==> src/rtl/fpu_addsub_pipe.sv <==
// Four-stage pipelined floating-point adder/subtractor with round-to-nearest-even.
// Stages: unpack/swap, align, add + leading-zero count, normalise/round/pack.
module fpu_addsub_pipe #(
    parameter int EXP_W = 8,
    parameter int MAN_W = 23
) (
    input  logic                 clk,
    input  logic                 rst,
    input  logic                 enable,
    input  logic                 valid_in,
    input  logic [EXP_W+MAN_W:0] opa,
    input  logic [EXP_W+MAN_W:0] opb,
    input  logic                 sub,
    output logic                 valid_out,
    output logic [EXP_W+MAN_W:0] result,
    output logic                 overflow,
    output logic                 underflow,
    output logic                 invalid,
    output logic                 inexact
);
    localparam int W   = 1 + EXP_W + MAN_W;
    localparam int M   = MAN_W + 4;
    localparam int EW  = EXP_W + 2;
    localparam int RW  = MAN_W + 2;
    localparam int LZW = $clog2(M + 1);
    localparam logic [EXP_W-1:0] EXP_ONES = '1;
    localparam logic [EW-1:0]    EXP_INF  = EW'((1 << EXP_W) - 1);
    localparam logic [W-1:0]     QNAN     = {1'b0, EXP_ONES, 1'b1, {(MAN_W-1){1'b0}}};

    // Stage 1: unpack, classify, swap so the "l" operand has the larger magnitude
    logic [EXP_W-1:0] ea, eb;
    logic [MAN_W-1:0] fa, fb;
    logic sa, sb, a_nan, b_nan, a_inf, b_inf, swap, u_special, u_invalid;
    logic [W-1:0] u_sp_result;

    always_comb begin
        sa = opa[W-1];
        sb = opb[W-1] ^ sub;
        ea = opa[W-2:MAN_W];
        eb = opb[W-2:MAN_W];
        fa = (ea == '0) ? '0 : opa[MAN_W-1:0];
        fb = (eb == '0) ? '0 : opb[MAN_W-1:0];
        a_nan = (ea == EXP_ONES) && (fa != '0);
        b_nan = (eb == EXP_ONES) && (fb != '0);
        a_inf = (ea == EXP_ONES) && (fa == '0);
        b_inf = (eb == EXP_ONES) && (fb == '0);
        swap = {eb, fb} > {ea, fa};
        u_invalid = a_nan | b_nan | (a_inf & b_inf & (sa ^ sb));
        u_special = a_nan | b_nan | a_inf | b_inf;
        if (u_invalid)
            u_sp_result = QNAN;
        else if (a_inf)
            u_sp_result = {sa, EXP_ONES, {MAN_W{1'b0}}};
        else
            u_sp_result = {sb, EXP_ONES, {MAN_W{1'b0}}};
    end

    logic             s1_valid, s1_sign_l, s1_sign_s, s1_zero_l, s1_zero_s;
    logic [EXP_W-1:0] s1_exp_l, s1_diff;
    logic [MAN_W-1:0] s1_frac_l, s1_frac_s;
    logic             s1_special, s1_invalid;
    logic [W-1:0]     s1_sp_result;

    // Stage 2: align the smaller mantissa, folding shifted-out bits into sticky
    logic [M-1:0] mant_s_full, al_mask, aligned;

    always_comb begin
        mant_s_full = {~s1_zero_s, s1_frac_s, 3'b000};
        al_mask = '0;
        aligned = '0;
        if (32'(s1_diff) >= 32'(MAN_W + 3)) begin
            aligned[0] = |mant_s_full;
        end else begin
            al_mask    = ~({M{1'b1}} << s1_diff);
            aligned    = mant_s_full >> s1_diff;
            aligned[0] = aligned[0] | (|(mant_s_full & al_mask));
        end
    end

    logic             s2_valid, s2_sign, s2_eff_sub;
    logic [EXP_W-1:0] s2_exp;
    logic [M-1:0]     s2_mant_l, s2_mant_s;
    logic             s2_special, s2_invalid;
    logic [W-1:0]     s2_sp_result;

    // Stage 3: magnitude add/subtract and leading-zero count
    logic [M:0]     sum;
    logic [LZW-1:0] lzc;

    always_comb begin
        sum = s2_eff_sub ? ({1'b0, s2_mant_l} - {1'b0, s2_mant_s})
                         : ({1'b0, s2_mant_l} + {1'b0, s2_mant_s});
        lzc = '0;
        for (int i = 0; i < M; i++)
            if (sum[i]) lzc = LZW'(M - 1 - i);
    end

    logic             s3_valid, s3_sign, s3_eff_sub;
    logic [EXP_W-1:0] s3_exp;
    logic [M:0]       s3_sum;
    logic [LZW-1:0]   s3_lzc;
    logic             s3_special, s3_invalid;
    logic [W-1:0]     s3_sp_result;

    // Stage 4: normalise, round, detect range exceptions, pack
    logic [M-1:0]     norm;
    logic [EW-1:0]    exp_n, exp_r;
    logic [RW-1:0]    rounded;
    logic [MAN_W-1:0] frac_r;
    logic             rnd_inc, r_ovf, r_unf, r_inx, r_inv;
    logic [W-1:0]     r_result;

    always_comb begin
        if (s3_sum[M]) begin
            norm    = s3_sum[M:1];
            norm[0] = s3_sum[1] | s3_sum[0];
            exp_n   = {2'b00, s3_exp} + EW'(1);
        end else begin
            norm  = s3_sum[M-1:0] << s3_lzc;
            exp_n = {2'b00, s3_exp} - EW'(s3_lzc);
        end
        rnd_inc = norm[2] & (norm[1] | norm[0] | norm[3]);
        rounded = {1'b0, norm[M-1:3]} + RW'(rnd_inc);
        exp_r   = exp_n + EW'(rounded[MAN_W+1]);
        frac_r  = rounded[MAN_W+1] ? rounded[MAN_W:1] : rounded[MAN_W-1:0];
        r_ovf = 1'b0;
        r_unf = 1'b0;
        r_inv = 1'b0;
        r_inx = |norm[2:0];
        if (s3_special) begin
            r_result = s3_sp_result;
            r_inv    = s3_invalid;
            r_inx    = 1'b0;
        end else if (s3_sum == '0) begin
            // exact cancellation is +0; only (-0)+(-0) keeps the minus sign
            r_result = {~s3_eff_sub & s3_sign, {(W-1){1'b0}}};
            r_inx    = 1'b0;
        end else if (!exp_r[EW-1] && exp_r >= EXP_INF) begin
            r_result = {s3_sign, EXP_ONES, {MAN_W{1'b0}}};
            r_ovf    = 1'b1;
            r_inx    = 1'b1;
        end else if (exp_r[EW-1] || exp_r == '0) begin
            r_result = {s3_sign, {(W-1){1'b0}}};
            r_unf    = 1'b1;
            r_inx    = 1'b1;
        end else begin
            r_result = {s3_sign, exp_r[EXP_W-1:0], frac_r};
        end
    end

    always_ff @(posedge clk) begin
        if (rst) begin
            s1_valid <= 1'b0; s1_sign_l <= 1'b0; s1_sign_s <= 1'b0;
            s1_zero_l <= 1'b0; s1_zero_s <= 1'b0; s1_exp_l <= '0; s1_diff <= '0;
            s1_frac_l <= '0; s1_frac_s <= '0;
            s1_special <= 1'b0; s1_invalid <= 1'b0; s1_sp_result <= '0;
            s2_valid <= 1'b0; s2_sign <= 1'b0; s2_eff_sub <= 1'b0; s2_exp <= '0;
            s2_mant_l <= '0; s2_mant_s <= '0;
            s2_special <= 1'b0; s2_invalid <= 1'b0; s2_sp_result <= '0;
            s3_valid <= 1'b0; s3_sign <= 1'b0; s3_eff_sub <= 1'b0; s3_exp <= '0;
            s3_sum <= '0; s3_lzc <= '0;
            s3_special <= 1'b0; s3_invalid <= 1'b0; s3_sp_result <= '0;
            valid_out <= 1'b0; result <= '0;
            overflow <= 1'b0; underflow <= 1'b0; invalid <= 1'b0; inexact <= 1'b0;
        end else if (enable) begin
            s1_valid     <= valid_in;
            s1_sign_l    <= swap ? sb : sa;
            s1_sign_s    <= swap ? sa : sb;
            s1_zero_l    <= swap ? (eb == '0) : (ea == '0);
            s1_zero_s    <= swap ? (ea == '0) : (eb == '0);
            s1_exp_l     <= swap ? eb : ea;
            s1_diff      <= swap ? (eb - ea) : (ea - eb);
            s1_frac_l    <= swap ? fb : fa;
            s1_frac_s    <= swap ? fa : fb;
            s1_special   <= u_special;
            s1_invalid   <= u_invalid;
            s1_sp_result <= u_sp_result;

            s2_valid     <= s1_valid;
            s2_sign      <= s1_sign_l;
            s2_eff_sub   <= s1_sign_l ^ s1_sign_s;
            s2_exp       <= s1_exp_l;
            s2_mant_l    <= {~s1_zero_l, s1_frac_l, 3'b000};
            s2_mant_s    <= aligned;
            s2_special   <= s1_special;
            s2_invalid   <= s1_invalid;
            s2_sp_result <= s1_sp_result;

            s3_valid     <= s2_valid;
            s3_sign      <= s2_sign;
            s3_eff_sub   <= s2_eff_sub;
            s3_exp       <= s2_exp;
            s3_sum       <= sum;
            s3_lzc       <= lzc;
            s3_special   <= s2_special;
            s3_invalid   <= s2_invalid;
            s3_sp_result <= s2_sp_result;

            valid_out <= s3_valid;
            result    <= r_result;
            overflow  <= r_ovf;
            underflow <= r_unf;
            invalid   <= r_inv;
            inexact   <= r_inx;
        end
    end
endmodule

==> config.mk <==
export PLATFORM = sky130hd
export DESIGN_NAME = fpu_addsub_pipe
export DESIGN_NICKNAME = d
export VERILOG_FILES = /design/src/rtl/fpu_addsub_pipe.sv
export SDC_FILE = /design/constraint.sdc
export NUM_CORES = 1
export LEC_CHECK = 0
export CAP_MARGIN = 15
export CORE_AREA = 2 2 179 181
export CTS_CLUSTER_SIZE = 16
export DETAILED_ROUTE_END_ITERATION = 6
export DIE_AREA = 0 0 181 183
export PLACE_DENSITY_LB_ADDON = 0.15
export SYNTH_ARGS = -nofsm -noshare
export SYNTH_HDL_FRONTEND = slang
export SYNTH_SLANG_ARGS = --single-unit
==> constraint.sdc <==
create_clock -name clk -period 5.9 [get_ports clk]
set_clock_uncertainty 0.2 [all_clocks]
set_input_delay 1.18 -clock clk [delete_from_list [all_inputs] [get_ports clk]]
set_output_delay 1.18 -clock clk [all_outputs]
set_load 0.02 [all_outputs]
# Word-level counts from Yosys, hierarchy flattened
# Index checks and enable logic that the tools add are counted.
# op_classes
addsub	8
n_mul	0
n_div	0
n_lt_le_gt_ge	3
n_eq_ne	2
shifts	3
muxes	61
bitwise	20
reduce_logical	18
# ops
op	n
5-bit 2-to-1 mux	27
32-bit 2-to-1 mux	4
23-bit 2-to-1 mux	5
31-bit 2-to-1 mux	2
23-bit logical NOT	2
23-bit nonzero test	2
31-bit greater-than comparator	1
27-bit by 27-bit adder with 28-bit output	1
28-bit logical NOT	1
28-bit 2-to-1 mux	1
27-bit by 27-bit subtractor with 28-bit output	1
27-bit AND	1
27-bit 2-to-1 mux	1
27-bit NOT	1
27-bit OR reduction	1
27-bit by 5-bit << shifter with 27-bit output	1
27-bit by 8-bit << shifter with 27-bit output, first input constant	1
27-bit by 8-bit >> shifter with 27-bit output	1
26-bit 2-to-1 mux	1
24-bit by 1-bit adder with 25-bit output	1
24-bit OR reduction	1
1-bit 2-to-1 mux	17
8-bit == test, second input constant	2
8-bit logical NOT	2
17 further kinds	37
# totals
ff_bits	312
latchBits	0
ramBits	0
romBits	0
in_bits	69
output_inout_bits	37
word_cells	151
mem_count	0

# Depth between registers and ports, before layout
# Gate-level depths: netlist (run 1).
# logic_depth
word_depth	29
ltp_mapped	26
mapped_depth_nobuf	24

# Least setup slack after synthesis (run 1)
# Ideal clock, no wire load.
# synth_path
path_kind	flip-flop to flip-flop
start	register s3_sum[27]
end	register result[11]
setup_time_ns	0.061
arrival_time_ns	5.264
required_time_ns	5.639
setup_slack_ns	0.375
path_stages_with_launch	25
path_buffers	4
period_less_slack_ns	5.525
cell_sequence	dfxtp_1 buf_2 clkbuf_1 clkbuf_1 clkbuf_1 a22oi_1 a21oi_1 ha_1 ha_1 nor4b_4 nand3_4 nor4_4 nand2_2 inv_2 ha_1 ha_1 nand2_1 nor2_1 nand3_1 or3_1 o2111ai_1 a21o_1 nand4_1 nor3_2 a22o_1
# synth_via
elab_chain_len	12
elab_cells_between_ends	18
classes_between	add/sub: 2; order compare: 1; mux: 7; bitwise: 3; reduce/logical: 5
# synth_rtl
element	line_no	text
from (decl)	100	logic [M:0] s3_sum;
from (signal assigned)	193	s3_sum <= sum;
parallel branches: the longest is 10 deep, another holds 24-bit by 1-bit adder with 25-bit output	--	
32-bit 2-to-1 mux (*)	134	end else if (s3_sum == '0) begin
32-bit 2-to-1 mux (*)	130	if (s3_special) begin
to (signal assigned)	200	result <= r_result;
to (decl)	15	output logic [EXP_W+MAN_W:0] result,
# Mark *: on every way between the ends.
# A chain may end at the register's enable or synchronous reset.

# Worst setup path in the final report (run 1)
# layout_path
start	register s3_lzc[0]
end	register result[4]
# layout_via
elab_chain_len	13
elab_cells_between_ends	19
classes_between	add/sub: 3; order compare: 1; shift: 1; mux: 7; bitwise: 3; reduce/logical: 4
# layout_rtl
element	line_no	text
from (decl)	101	logic [LZW-1:0] s3_lzc;
from (signal assigned)	194	s3_lzc <= lzc;
parallel branches: the longest is 10 deep, another holds 24-bit by 1-bit adder with 25-bit output	--	
31-bit 2-to-1 mux (*)	138	end else if (!exp_r[EW-1] && exp_r >= EXP_INF) begin
32-bit 2-to-1 mux (*)	134	
32-bit 2-to-1 mux (*)	130	
# Marks and branches as above.

==> out/metrics.csv, run 1 <==
metric,value,unit
total gr overflow,0,
Hold Path End,result[14],
r2r setup slk,0.35,ns
Die Wd,181,µm
Clock Tree Root,clkbuf_16,
initial antenna violation count,0,
Crit path largest cell delay,0.58,ns
"Top FF cell, synth",dfxtp_1,
sequential share of the synthesized area,0.261,
vias in the first global route,15700,
Vert. Die Dim,183,µm
CP endpoint kind,flop,
Yosys top cell area share,0.261,
hold depth,2,
"Slew Viols, Final",0,
Mapped Cells,2173,
Reg-to-Reg End,result[4],
Final ANT Viol Nets,0,
outcome,"finished, final reports clean",
top post-synthesis cells by area,"dfxtp_1 (26%), ha_1 (7.2%), nor2_1 (7.0%)",
"commonest non-fill, non-tap cell in the layout",nor2_1,
sequential share of power,0.333,
"EDFF count, synth",0,
switch share,0.383,
clk buf depth,3,
DRT iter0 DRCs,2038,
Worst-Margin Slew,0.889,ns
DRC Markers,0,
Area Overhead vs Synth,13.6,%
initial core utilization,0.545,
largest area contributor in the netlist,dfxtp_1,
CP Data Required Time,6.18,ns
first-pass detailed-route iteration total,6,
share of cells above drive strength 1,0.0864,
post-synthesis instance area,17000,µm²
placed cell count,2581,
f_max,180,MHz
worst path cell trace,buf_12 > buf_12 > mux4_2 > mux4_2 > and2_1 > a32oi_1 > nor4_1 > buf_4 > nand3_4 > nor4_4 > nand2_2 > inv_4 > ha_1 > ha_1 > xor2_1 > nand3_1 > a21oi_1 > o21a_1 > o21ai_0 > nand4_1 > buf_6 > a211o_1 > o21ai_1,
Yosys Warn Count,0,
drt wl/cell,20.8,µm
vias per cell,6.48,
Clock power frac,0.281,
routability cong.,1.02,
Int Pwr,3.33,mW
port bufs,105,
PwrDens,279,nW/µm²
Final Hold Fails,0,
Synth cell types,85,
CP Class,flop to flop,
"commonest non-fill, non-tap cells in the layout","nor2_1 (317), dfxtp_1 (217), nand2_1 (168), o21ai_0 (130), mux2i_1 (118)",
Peak VDD IR,0.215,mV
total design power,5.40,mW
FF+latch area,4460,µm²
Diodes inserted,0,
CTS tree,built,
Mapped Nets,2344,
FF-to-FF path depth,23,
number of fill cells,2846,
synthesized flop and latch total,222,
routed wire length,55000,µm
# clock sinks,222,
WP data arrival,5.83,ns
Worst Hold Class,flop to flop,
Ports,106,
LEAKAGE,7.69,nW
Multi-input gate area,11700,µm²
via count,17100,
Max Cap Violations,0,
DP HPWL,41200,µm
fin nets,2388,
All-Layer GR Usage,0.319,
start of the worst register-to-register path,s3_lzc[0],
startpoint types,flop,
pin count of the biggest net entering global routing,84,
Clock Pin Slew Worst Setup and Hold Paths,0.06,ns
Final Cycle Share,0.940,
# H-tree levels,1,
Layout Cells excl Fill,2637,
Sw Pwr,2.07,mW
Die Area,33100,µm²
min cycle time layout,5.55,ns
endpoints failing setup,0,
clk_lat worst skew,0.55,ns
first-pass GRT wire length,85900,µm
relative slew slack,0.403,
CTS Buf Count,25,
Core Footprint,31200,µm²
"Async S/R FF share, synth",0,
row cnt,65,
hold path start,result[14],
"slowest stage cell, crit path",mux4_2,
Mean Syn Cell Area,7.84,µm²
Comb power frac,0.387,
critical path peak fanout,23,
[cell type report]
| class | instances | share of cell area |
|---|---|---|
| Clock buffer | 31 | 0.0346 |
| Clock inverter | 14 | 0.00660 |
| Inverter | 93 | 0.0182 |
| Multi-Input combinational cell | 1710 | 0.605 |
| Sequential cell | 222 | 0.230 |
| Tap cell | 402 | 0.0260 |
| Timing Repair Buffer | 165 | 0.0794 |
[how the worst max path moves through the flow]
stage | start | to | slack [ns] | depth (start not counted)
2_1_floorplan | s3_sum[27] | result[11] | 0.38 | 24
3_3_place_gp | opb[29] | s1_zero_l | 0.29 | 18
3_5_place_dp | s3_lzc[1] | result[17] | 0.13 | 19
4_1_cts | s3_lzc[1] | result[17] | 0.09 | 23
5_1_grt | s3_lzc[1] | result[4] | -0.004 | 25
6_report | s3_lzc[0] | result[4] | 0.35 | 23
[critical path, delay by kind of cell (launching register included)]
kind / cells / cell delay, ns
adder cells (fa/ha/maj): 2 / 0.44
buffers and inverters: 5 / 0.77
multiplexers: 2 / 1.08
XOR/XNOR: 1 / 0.20
flip-flops: 1 / 0.39
AO/OA/AOI/OAI: 6 / 1.36
AND/OR/NAND/NOR: 7 / 1.04
[Yosys cell counts, types with 31 or more instances]
master,instances
a22oi_1,35
a21oi_1,115
dfxtp_1,222
mux4_2,36
mux2i_1,118
a311oi_1,31
and2_1,37
nand3_1,71
nor3_1,47
nor2_1,319
inv_1,87
o21ai_0,130
nand2_1,169
a211oi_1,72
clkbuf_1,112
xnor2_1,33
ha_1,98
[timing repair]
action,4_1_cts,5_1_grt
buffers inserted,0,11
setup endpoints to repair,0,32
hold buffers,0,0
gates resized for setup,0,16
[metal layers]
metal / up-vias / wire length (µm) / GRT usage
met5: - / 0 / 0
met2: 846 / 25600 / 0.541
met1: 8026 / 22800 / 0.414
li1: 8053 / - / -
met3: 151 / 3870 / 0.0318
met4: 0 / 2760 / 0.146
[metrics by stage]
stage                      TNS, ns  worst slack [ns]  hold WS [ns]  instance area, µm²  utilization
final                            0             0.353         0.274               19300        0.619
after global routing      -0.00400          -0.00400         0.295               19300        0.619
after CTS                        0            0.0883         0.270               19200        0.614
after detailed placement         0             0.133         0.257               18400        0.589
after global placement           0             0.289         0.250               18400        0.589
after floorplan                  0             0.375         0.217               17000            -
[cell families after synthesis]
logic type | Yosys count | synth area share
fa+ha+maj | 103 | 0.0773
xor+xnor | 63 | 0.0324
flops | 222 | 0.261
mux | 176 | 0.132
buf+inv | 241 | 0.0551
compound gates | 577 | 0.226
simple gates | 791 | 0.216
[power groups by stage]
stage | Combinational (mW) | Sequential [mW] | Clock (mW)
floorplan | 1.41 | 1.78 | 0
global placement | 1.98 | 1.82 | 0
detailed placement | 2.00 | 1.82 | 0
CTS | 2.01 | 1.79 | 1.54
global route | 2.26 | 1.81 | 1.61
finish | 2.09 | 1.80 | 1.52
[state kept, by name (all words and copies together), names as in the netlist, 3 cells and up]
| signal | flops |
|---|---|
| s3_lzc | 5 |
| result | 32 |
| s1_frac_l | 23 |
| s2_exp | 8 |
| s1_diff | 8 |
| s3_sum | 28 |
| s1_sp_result | 3 |
| s2_mant_l | 24 |
| s1_exp_l | 8 |
| s3_sp_result | 3 |
| s2_sp_result | 3 |
| s1_frac_s | 23 |
| s2_mant_s | 27 |
| s3_exp | 8 |
(Power assumes the default switching activity.)
==> inputs of run 2 (changes only) <==
--- a/config.mk
+++ b/config.mk
@@ -10,6 +10,7 @@
 export CTS_CLUSTER_SIZE = 16
 export DETAILED_ROUTE_END_ITERATION = 6
 export DIE_AREA = 0 0 181 183
+export HOLD_SLACK_MARGIN = 0.1
 export PLACE_DENSITY_LB_ADDON = 0.15
 export SYNTH_ARGS = -nofsm -noshare
 export SYNTH_HDL_FRONTEND = slang
==> results of run 2 <==
No change in the layout: final DEF, timing and power equal those of run 1.
==> inputs of run 3 (changes only) <==
--- a/config.mk
+++ b/config.mk
@@ -12,6 +12,7 @@
 export DIE_AREA = 0 0 181 183
 export HOLD_SLACK_MARGIN = 0.1
 export PLACE_DENSITY_LB_ADDON = 0.15
+export REMOVE_ABC_BUFFERS = 1
 export SYNTH_ARGS = -nofsm -noshare
 export SYNTH_HDL_FRONTEND = slang
 export SYNTH_SLANG_ARGS = --single-unit
==> out/metrics.csv, run 3 (synthesized netlist as in run 1, its figures left out) <==
metric,value,unit
outcome,"finished, violations left",
failing checks,DRC,
Final Hold Fails,0,
CP endpoint kind,flop,
Ports,106,
row cnt,65,
vias per cell,6.30,
dpl ws,0.00498,ns
"commonest non-fill, non-tap cells in the layout","nor2_1 (317), dfxtp_1 (219), nand2_1 (169), o21ai_0 (129), mux2i_1 (118)",
vias in the first global route,15600,
Layout Cells excl Fill,2630,
worst path cell trace,mux2i_1 > mux4_2 > a2111oi_2 > a31oi_1 > nor3_4 > nand3_4 > nor4_4 > nand2_2 > inv_2 > ha_1 > ha_1 > nand2_1 > nor2_1 > nand3_1 > or3_1 > o2111ai_1 > a21o_1 > nand4_1 > buf_4 > nor3_4 > buf_4 > a22o_1,
CP Class,flop to flop,
WP data arrival,5.79,ns
Largest regs,"result (32), s3_sum (28), s2_mant_s (27)",
drt wl/cell,19.3,µm
fin nets,2381,
"slowest stage cell, crit path",dfxtp_1,
All-Layer GR Usage,0.300,
first-pass detailed-route iteration total,7,
startpoint types,flop,
hold depth,2,
DP HPWL,38500,µm
initial antenna violation count,0,
endpoints failing setup,0,
pin count of the biggest net entering global routing,171,
DRC Markers,1,
Sum Neg Setup Slack,0,ns
max reg flops,32,
total design power,5.47,mW
initial core utilization,0.545,
port bufs,105,
f_max,181,MHz
r2r setup slk,0.38,ns
Area Overhead vs Synth,13.9,%
clk buf depth,3,
first-pass GRT wire length,82400,µm
min cycle time layout,5.52,ns
clk_lat worst skew,0.53,ns
Crit path largest cell delay,0.54,ns
via count,16600,
CTS tree,built,
DRT iter0 DRCs,1429,
CP Data Required Time,6.17,ns
hold path start,result[2],
share of cells above drive strength 1,0.0808,
"commonest non-fill, non-tap cell in the layout",nor2_1,
# H-tree levels,1,
Clock Pin Slew Worst Setup and Hold Paths,0.06,ns
worst setup margin,0.380,ns
Max Cap Violations,0,
Peak VDD IR,0.232,mV
Core Footprint,31200,µm²
Diodes inserted,0,
"Slew Viols, Final",0,
routed wire length,50700,µm
Final ANT Viol Nets,0,
critical path peak fanout,10,
relative slew slack,0.369,
Worst Hold Class,flop to flop,
CTS Buf Count,26,
Vert. Die Dim,183,µm
area after detailed placement,18500,µm²
placed cell count,2581,
total gr overflow,0,
Die Wd,181,µm
# clock sinks,222,
PwrDens,282,nW/µm²
Worst-Margin Slew,0.945,ns
Reg-to-Reg End,result[9],
Die Area,33100,µm²
routability cong.,1.01,
Hold Path End,result[2],
Finished Cell Area,19400,µm²
Largest Register,result,
Final Cycle Share,0.936,
LEAKAGE,7.72,nW
Clock Tree Root,clkbuf_16,
FF-to-FF path depth,22,
start of the worst register-to-register path,s3_sum[8],
[run 3: routing by layer]
| layer | wire length [µm] | track usage |
|---|---|---|
| met4 | 2310 | 0.130 |
| met5 | 0 | 0 |
| met1 | 21600 | 0.382 |
| met2 | 24000 | 0.521 |
| met3 | 2760 | 0.0276 |
[run 3: metrics by stage]
stage | util | hold WS [ns]
finish | 0.621 | 0.259
global route | 0.621 | 0.281
CTS | 0.620 | 0.258
detailed placement | 0.591 | 0.250
global placement | 0.591 | 0.249
floorplan | - | 0.215
[run 3: how the worst max path moves through the flow]
stage | start | end | slack [ns] | depth (start not counted)
after floorplan | opa[26] | s1_diff[6] | -2.49 | 15
after global placement | s3_lzc[1] | result[9] | 0.19 | 21
after detailed placement | s3_lzc[1] | result[9] | 0.005 | 20
after CTS | s3_lzc[1] | result[9] | 0.08 | 21
after global routing | s3_lzc[0] | result[20] | -0.01 | 22
final | s3_sum[8] | result[9] | 0.38 | 22
[run 3: worst max-delay path: cells and delay by family (launching register included)]
family	cells	cell delay, ns
buffers and inverters	3	0.55
AO/OA/AOI/OAI	5	1.11
AND/OR/NAND/NOR	10	2.02
flip-flops	1	0.54
adder cells (fa/ha/maj)	2	0.36
multiplexers	2	0.65
[run 3: final cells by class]
class,count,area [µm²]
Clock buffer,36,769
Clock inverter,10,123
Fill cell,2856,11800
Inverter,93,349
Multi-Input combinational cell,1710,11700
Sequential cell,222,4450
Tap cell,402,503
Timing Repair Buffer,157,1520
[run 3: where the power goes]
part           switching (mW)  internal (mW)  leakage, nW
Clock                   0.648          0.999        0.429
Sequential              0.158           1.63         1.82
Combinational            1.19          0.849         5.46
[run 3: what timing repair did]
action	4_1_cts	5_1_grt
hold endpoints to repair	0	0
setup endpoints to repair	5	30
setup buffers	0	3
pin swaps	0	3
hold buffers	0	0
gates resized for setup	1	7
